===== config.mk =====
export PLATFORM = sky130hd
export DESIGN_NAME = btn_event_arbiter
export DESIGN_NICKNAME = d
export VERILOG_FILES = /design/src/rtl/btn_pkg.sv /design/src/rtl/btn_debounce.sv /design/src/rtl/btn_event_arbiter.sv
export SDC_FILE = /design/constraint.sdc
export NUM_CORES = 1
export LEC_CHECK = 0
export ABC_AREA = 1
export ABC_CLOCK_PERIOD_IN_PS = 1500
export BUFFER_PORTS_ARGS = -buffer_cell sky130_fd_sc_hd__buf_4
export CORE_MARGIN = 2
export CORE_UTILIZATION = 58
export DETAILED_ROUTE_END_ITERATION = 12
export PLACE_DENSITY = 0.78
export SYNTH_ARGS = -nofsm -noshare
export SYNTH_HDL_FRONTEND = slang
export SYNTH_HIERARCHICAL = 1
export SYNTH_SLANG_ARGS = --single-unit

===== constraint.sdc =====
create_clock -name clk -period 1.5 [get_ports clk]
set_input_delay 0.15 -clock clk [delete_from_list [all_inputs] [get_ports clk]]
set_output_delay 0.15 -clock clk [all_outputs]
set_load 0.02 [all_outputs]

===== src/rtl/btn_pkg.sv =====
// btn_pkg: shared types and helpers for the push-button front end.
//   arb_state_e      - event arbiter FSM states
//   DEB_CYCLES_DEF   - default debounce length in clock cycles
//   bits_for()       - register width needed to hold values 0..n-1 (min 1)
package btn_pkg;

  typedef enum logic {
    IDLE  = 1'b0,
    OFFER = 1'b1
  } arb_state_e;

  localparam int DEB_CYCLES_DEF = 16;

  function automatic int bits_for(input int n);
    return (n < 2) ? 1 : $clog2(n);
  endfunction

endpackage


===== src/rtl/btn_debounce.sv =====
// btn_debounce: one button lane.
//   Two-flop synchronizer, debounce counter and a rising-edge detector on
//   the debounced level.
// Ports:
//   clk    - rising-edge clock
//   rst    - asynchronous active-low reset
//   raw    - raw button level, asynchronous to clk
//   stable - debounced level
//   rise   - high in the cycle whose edge moves stable from 0 to 1
module btn_debounce
  import btn_pkg::*;
#(
  parameter int DEB_CYCLES = DEB_CYCLES_DEF
) (
  input  logic clk,
  input  logic rst,
  input  logic raw,
  output logic stable,
  output logic rise
);

  localparam int CW = bits_for(DEB_CYCLES);
  localparam logic [CW-1:0] CNT_LAST = CW'(DEB_CYCLES - 1);

  logic          sync1;
  logic          s;
  logic [CW-1:0] cnt;
  logic          settle;

  // The sample at this edge is the DEB_CYCLES-th consecutive one that
  // disagrees with the accepted level, so the new level is taken now.
  assign settle = (s != stable) && (cnt == CNT_LAST);
  assign rise   = settle & s;

  // NOTE: state registers use non-blocking assignments so every flop samples
  // the pre-edge values; blocking here would collapse the synchronizer chain.
  always_ff @(posedge clk or negedge rst) begin
    if (!rst) begin
      sync1  <= 1'b0;
      s      <= 1'b0;
      stable <= 1'b0;
      cnt    <= '0;
    end else begin
      sync1 <= raw;
      s     <= sync1;
      if (s == stable) begin
        cnt <= '0;
      end else if (settle) begin
        stable <= s;
        cnt    <= '0;
      end else begin
        cnt <= cnt + 1'b1;
      end
    end
  end

endmodule


===== src/rtl/btn_event_arbiter.sv =====
// btn_event_arbiter: push-button front end.
//   Per-button debounce lanes feed a pending-press vector; a round-robin
//   arbiter offers one pending press at a time on a valid/ready channel.
// Ports:
//   clk          - rising-edge clock
//   rst          - asynchronous active-low reset
//   press_i      - raw button levels (N_BTN), asynchronous
//   stable_o     - debounced button levels
//   pending_o    - presses latched but not yet delivered
//   evt_valid_o  - an event is offered
//   evt_id_o     - index of the offered button
//   evt_ready_i  - consumer accepts the offered event
//   overflow_o   - one-cycle pulse when a press is dropped
module btn_event_arbiter
  import btn_pkg::*;
#(
  parameter int N_BTN      = 4,
  parameter int DEB_CYCLES = DEB_CYCLES_DEF
) (
  input  logic                     clk,
  input  logic                     rst,
  input  logic [N_BTN-1:0]         press_i,
  output logic [N_BTN-1:0]         stable_o,
  output logic [N_BTN-1:0]         pending_o,
  output logic                     evt_valid_o,
  output logic [$clog2(N_BTN)-1:0] evt_id_o,
  input  logic                     evt_ready_i,
  output logic                     overflow_o
);

  localparam int IW = bits_for(N_BTN);

  logic [N_BTN-1:0] rise;
  logic [N_BTN-1:0] clear;
  logic [IW-1:0]    last;
  logic [IW-1:0]    pick;
  logic [IW-1:0]    cand;
  logic             found;
  arb_state_e       state;

  for (genvar gi = 0; gi < N_BTN; gi++) begin : g_lane
    btn_debounce #(.DEB_CYCLES(DEB_CYCLES)) u_deb (
      .clk    (clk),
      .rst    (rst),
      .raw    (press_i[gi]),
      .stable (stable_o[gi]),
      .rise   (rise[gi])
    );
  end

  // NOTE: every variable written in an always_comb gets a default first, so
  // no path leaves it unassigned and no latch is inferred.
  always_comb begin
    clear = '0;
    if (evt_valid_o && evt_ready_i) clear[evt_id_o] = 1'b1;
  end

  // Round-robin search starting just after the last granted button. The loop
  // runs from the farthest candidate to the nearest so the nearest hit wins.
  always_comb begin
    found = 1'b0;
    pick  = '0;
    cand  = '0;
    for (int k = N_BTN; k >= 1; k--) begin
      cand = IW'((int'(last) + k) % N_BTN);
      if (pending_o[cand]) begin
        found = 1'b1;
        pick  = cand;
      end
    end
  end

  // A new press always lands in pending (set wins over a same-edge clear);
  // it is only dropped when the slot is still occupied after this edge.
  always_ff @(posedge clk or negedge rst) begin
    if (!rst) begin
      pending_o  <= '0;
      overflow_o <= 1'b0;
    end else begin
      pending_o  <= (pending_o & ~clear) | rise;
      overflow_o <= |(rise & pending_o & ~clear);
    end
  end

  always_ff @(posedge clk or negedge rst) begin
    if (!rst) begin
      state       <= IDLE;
      evt_valid_o <= 1'b0;
      evt_id_o    <= '0;
      last        <= IW'(N_BTN - 1);
    end else begin
      case (state)
        IDLE: begin
          if (found) begin
            evt_id_o    <= pick;
            evt_valid_o <= 1'b1;
            state       <= OFFER;
          end
        end
        OFFER: begin
          if (evt_ready_i) begin
            last        <= evt_id_o;
            evt_valid_o <= 1'b0;
            state       <= IDLE;
          end
        end
        default: begin
          evt_valid_o <= 1'b0;
          state       <= IDLE;
        end
      endcase
    end
  end

endmodule

# --- After elaboration in Yosys (flattened, before gate mapping) ---
# Cells that the tools add are included.
classes:
  addsub: 8
  n_lt_le_gt_ge: 6
  eq_ne: 14
  muxes: 33
  n_bitwise: 14
  n_reduce_logical: 14
ops:
  columns: ["cell", "n"]
  rows:
  - ["4-bit two-way mux", 9]
  - ["4-bit by 1-bit adder with 4-bit output (second input constant)", 4]
  - ["4-bit == test (second input constant)", 4]
  - ["2-bit by 3-bit less-than comparator with 1-bit output (second input constant)", 5]
  - ["2-bit AND reduction", 7]
  - ["1-bit two-way mux", 13]
  - ["4-bit bitwise AND", 3]
  - ["1-bit binary-select mux with 2-bit select", 4]
  - ["2-bit two-way mux", 4]
  - ["1-bit logical AND", 6]
  - ["1-bit NOT", 5]
  - ["2-bit by 1-bit adder with 2-bit output (second input constant)", 2]
  - ["2-bit adder (second input constant)", 2]
  - ["1-bit bitwise AND", 4]
  - ["1-bit == test", 4]
  - ["1-bit != test", 4]
  - ["2-bit != test (second input constant)", 2]
  - ["4-bit NOT", 1]
  - ["4-bit OR", 1]
  - ["1-bit one-hot mux with 2 select lines", 2]
  - ["4-bit OR reduction", 1]
  - ["1-bit demux with 2-bit select", 1]
  - ["2-bit by 1-bit greater-or-equal comparator with 1-bit output (second input constant)", 1]
word_totals:
  reg_bits: 39
  in_bits: 7
  out_inout_bits: 12
  elab_cells: 111

# --- Depth between registers and ports, before layout ---
logic_depth:
  word_depth: 9
  mapped_depth: 12
  ltp_nobuf: 11

# --- Modules after synthesis ---
# Netlist, hierarchy kept.
by_module_without_submodules:
  columns: ["mod", "n_inst", "cells_per_inst", "area_per_inst_um2", "seq_area_each_um2"]
  rows:
  - ["btn_debounce", 4, 32, 301.5, 175.2]
  - ["btn_event_arbiter", 1, 90, 708.2, 277.8]

# --- Worst setup path after synthesis ---
# Ideal clock, no wire load.
synth_path:
  path_type: "register to register"
  startpoint: "register last[0]"
  endpoint: "register evt_id_o[0]"
  setup_time_ns: 0.117
  arrival_ns: 1.228
  required_time_ns: 1.383
  slack_ns: 0.155
  stages_incl_launch_ff: 11
  path_buffers: 1
  period_less_slack_ns: 1.345
  path_cell_list: "dfstp_2 buf_6 inv_8 nand2_4 nand4_2 o21ai_4 inv_2 nand2_1 inv_1 nand2_1 nand2_1"
synth_between:
  elab_chain_len: 8
  word_cells_on_any_way: 21
  classes_between: "4 x add/sub; 16 x mux; 1 x reduce/logical"
synth_lines:
  columns: ["element", "line_no", "source"]
  rows:
  - ["start, declared", "btn_event_arbiter.sv:35", "logic [IW-1:0] last;"]
  - ["start signal, assigned", "btn_event_arbiter.sv:90", "last <= IW'(N_BTN - 1);"]
  - ["start signal, assigned", "btn_event_arbiter.sv:102", "last <= evt_id_o;"]
  - ["2-bit by 1-bit adder with 2-bit output", "btn_event_arbiter.sv:65", "cand = IW'((int'(last) + k) % N_BTN);"]
  - ["1-bit binary-select mux with 2-bit select", "btn_event_arbiter.sv:66", "if (pending_o[cand]) begin"]
  - ["1-bit two-way mux (implied by the code)", "btn_event_arbiter.sv:66", null]
  - ["1-bit two-way mux (4 in a row)", "btn_event_arbiter.sv:66", null]
  - ["2-bit AND reduction (no line)", null, null]
  - ["end signal, assigned", "btn_event_arbiter.sv:95", "evt_id_o <= pick;"]
  - ["end, declared", "btn_event_arbiter.sv:26", "output logic [$clog2(N_BTN)-1:0] evt_id_o,"]
# Parallel ways exist; a longest one is shown, timed or not. The select of a mux whose other input is x is not followed.
# A chain may end at the register's enable or synchronous reset.

# --- Worst setup path after layout ---
layout_path:
  startpoint: "register last[0]"
  endpoint: "register evt_id_o[1]"
# Same word-level chain as after synthesis.

==> flow_summary.yaml <==
outcome:
  status: "finished with violations"
  violations: "setup timing"
logic_synthesis:
  yosysWarningCount: 6
  syn_nets: 229
  synthCells: 218
  ys_top_cells_by_count: "nand2_1, dfrtp_1, inv_1"
  synth_flop_cell: "dfrtp_1"
  syn_avg_cell_area_um2: 8.78
  synth_area_mm2: 0.00191
  synth_edf_count: 0
  yosysUniqueCellTypes: 26
  synth_seq_area_share_pct: 51.1
  synth_most_common_cell: "nand2_1"
  synth_top_area_share_pct: 48.4
  synthTopCellsByArea: "dfrtp_1, nand2_1, inv_1"
  synth.largest_area_cell: "dfrtp_1"
  synth_seq_cells: 39
  async_reset_ff_share_pct: 100
clock_tree:
  clock-sinks: 39
  clk_latency_ps: 340
  cts-root-buf: "clkbuf_4"
  clk_path_buf_depth: 2
  cts_tree: "done"
  cts_max_level: 2
  cts_buffers: 5
  path_clk_slew_ps: 120
global_route:
  met1_usage_pct: 24.9
  grt_first_pass_wirelength_um: 5610
  grt.total_usage_pct: 20.7
  gr-usage-met3_pct: 6.93
  grt-ovfl-total: 0
  grt_max_degree: 40
  grt.busiest_layer: "met2"
  met2_usage_pct: 34.7
  antenna_found_initial: 0
  grt_pass1_vias: 1371
placement:
  dp_hpwl_um: 2350
  dpl-instance-area_mm2: 0.00210
  io_buffers: 18
  gp_congestion: 0.882
die:
  initial_core_util_pct: 61.7
  die_y_um: 61.5
  dieArea_mm2: 0.00378
  std_cell_rows: 20
  io_pins: 19
  core_mm2: 0.00310
  die_w_um: 61.5
drt:
  drtIter0Drc: 85
  drc_errors: 0
  routed_wl_um: 3560
  num_vias: 1498
  ant_nets: 0
  viasPerCell: 5.03
  dr.pass1.iters: 4
  wire_per_inst_um: 11.9
final_layout:
  ff_latch_area_um2: 978
  fin_nets: 264
  drive_above_1_share_pct: 31.5
  fill_cells: 245
  fin_area_mm2: 0.00234
  final_util_pct: 75.5
  diodes: 0
  multiInputGateArea_um2: 825
  area_growth_pct: 22.4
setup_path:
  cp_top_family: "flip-flops"
  crit_chain: "buf_12 -> inv_8 -> nand2_4 -> buf_4 -> nand2_4 -> nand2_4 -> o21ai_4 -> inv_2 -> nand3_1 -> o21ai_2"
  cp-startpoint: "last[0]"
  cp_slowest_cell: "dfstp_2"
  worstPathMaxFanout: 7
  end_kind: "flip-flop"
  critPathArrivalTime_ps: 1790
  rr_startpoint: "last[0]"
  r2r_cells: 10
  rrSetupSlack_ps: -30
  cpMostUsedCell: "nand2_4"
  worstPathRequired_ps: 1760
  crit_type: "reg2reg"
  regToRegEndpoint: "evt_id_o[1]"
  critPathBufInv: 4
  worstSetupStartpointType: "flip-flop"
  cp.depth: 10
  max_stage_delay_ps: 570
timing:
  min_period_ps: 1530
  tightest_slew_ps: 475
  slew_violations: 0
  timing.final.ws_setup_ps: -32.6
  finalSetupViolCount: 1
  fmax_mhz: 652
  rsz0062_at_grt: "yes"
  relSlewSlack_pct: 68.3
  hold_viol: 0
  skew_ps: 11.2
  hold-worst-slack_ps: 301
  fin_tns_setup_ps: -32.6
  finalCritPeriodShare_pct: 102
run:
  maxCapViolCount: 0
pwr:
  ir_drop_v: 0.000761
  static-leakage-power_uw: 0.00125
  power_density_mw_per_mm2: 1490
worst_hold_path:
  hold_path_class: "in2async"
-- worst max path at each step --
stage	slack [ps]	end
after global routing	-100	evt_id_o[1]
after global placement	30	evt_id_o[0]
after detailed placement	-7	evt_id_o[0]
final	-30	evt_id_o[1]
after CTS	50	evt_id_o[0]
after floorplan	160	evt_id_o[0]
-- repair_timing --
action | CTS | global route
endpoints found under the setup margin | 1 | 3
hold buffers | 5 | 1
pin swaps | 0 | 7
gates resized for setup | 0 | 18
setup buffers | 3 | 1
gates cloned | 0 | 0
endpoints found under the hold margin | 41 | 1
-- layer usage --
layer | share of wire (%) | routed length [µm] | vias up
li1 | - | - | 759
met1 | 42 | 1510 | 703
met2 | 52 | 1850 | 28
met3 | 3.8 | 135 | 8
met4 | 1.9 | 68 | 0
met5 | 0 | 0 | -
-- cells by family after synthesis --
family	Yosys count	share of synthesized area [%]
adders and majority gates	4	2.61
DFF	39	51.1
buffers and inverters	40	8.63
AOI/OAI and AO/OA	16	5.56
and+or+nand+nor	119	32.1
-- sequential cells by signal, summed over array words and instances, names as in the netlist --
name,cells
last,2
g_lane.u_deb/s,4
pending_o,4
overflow_o,1
evt_id_o,2
evt_valid_o,1
g_lane.u_deb/cnt,16
state,1
g_lane.u_deb/sync1,4
g_lane.u_deb/stable,4
-- cells in the final DEF (no fill, tap or decap), drive strengths merged --
cell type,netlist,layout
bufinv,0,1
nand2,66,66
dfrtp,37,37
nor2,20,20
nor3,4,4
o31ai,1,1
nand4,5,5
a31oi,1,1
ha,4,4
o2111ai,1,1
dfstp,2,2
a21o,2,2
clkinv,0,1
clkbuf,0,6
dlygate4sd3,0,6
inv,39,39
or2,1,1
buf,1,23
nand3,23,23
o21ai,10,10
o21a,1,1
-- report_power, final --
| group | internal (µW) | leakage [µW] | total (µW) | switching, µW |
|---|---|---|---|---|
| combinational | 571 | 0.000702 | 1420 | 849 |
| sequential | 1210 | 0.000501 | 1350 | 140 |
| clock | 394 | 0.0000482 | 722 | 328 |
| total | 2170 | 0.00125 | 3490 | 1320 |
-- cell type report --
class,instances,area share (%)
clock buffer,6,2.19
clock inverter,2,1.49
inverter,39,6.57
multi-input combinational,139,35.2
sequential,39,41.8
tap,44,2.35
timing repair buffer,29,10.5
-- metrics by stage --
stage / total power, µW / instances / setup slack (ps)
finish: 3490 / 298 / -32.6
global route: 3710 / 298 / -95.3
CTS: 3310 / 296 / 45.2
detailed placement: 2490 / 280 / -7.01
global placement: 2460 / 280 / 29.3
floorplan: 2210 / 218 / 155
-- worst reg2reg max path: stages, from the launching register on --
cell,delay (ps)
dfstp_2,570
buf_12,130
inv_8,50
nand2_4,80
buf_4,110
nand2_4,40
nand2_4,80
o21ai_4,60
inv_2,110
nand3_1,140
o21ai_2,100
Note: power is estimated with default switching activity, not from simulation.
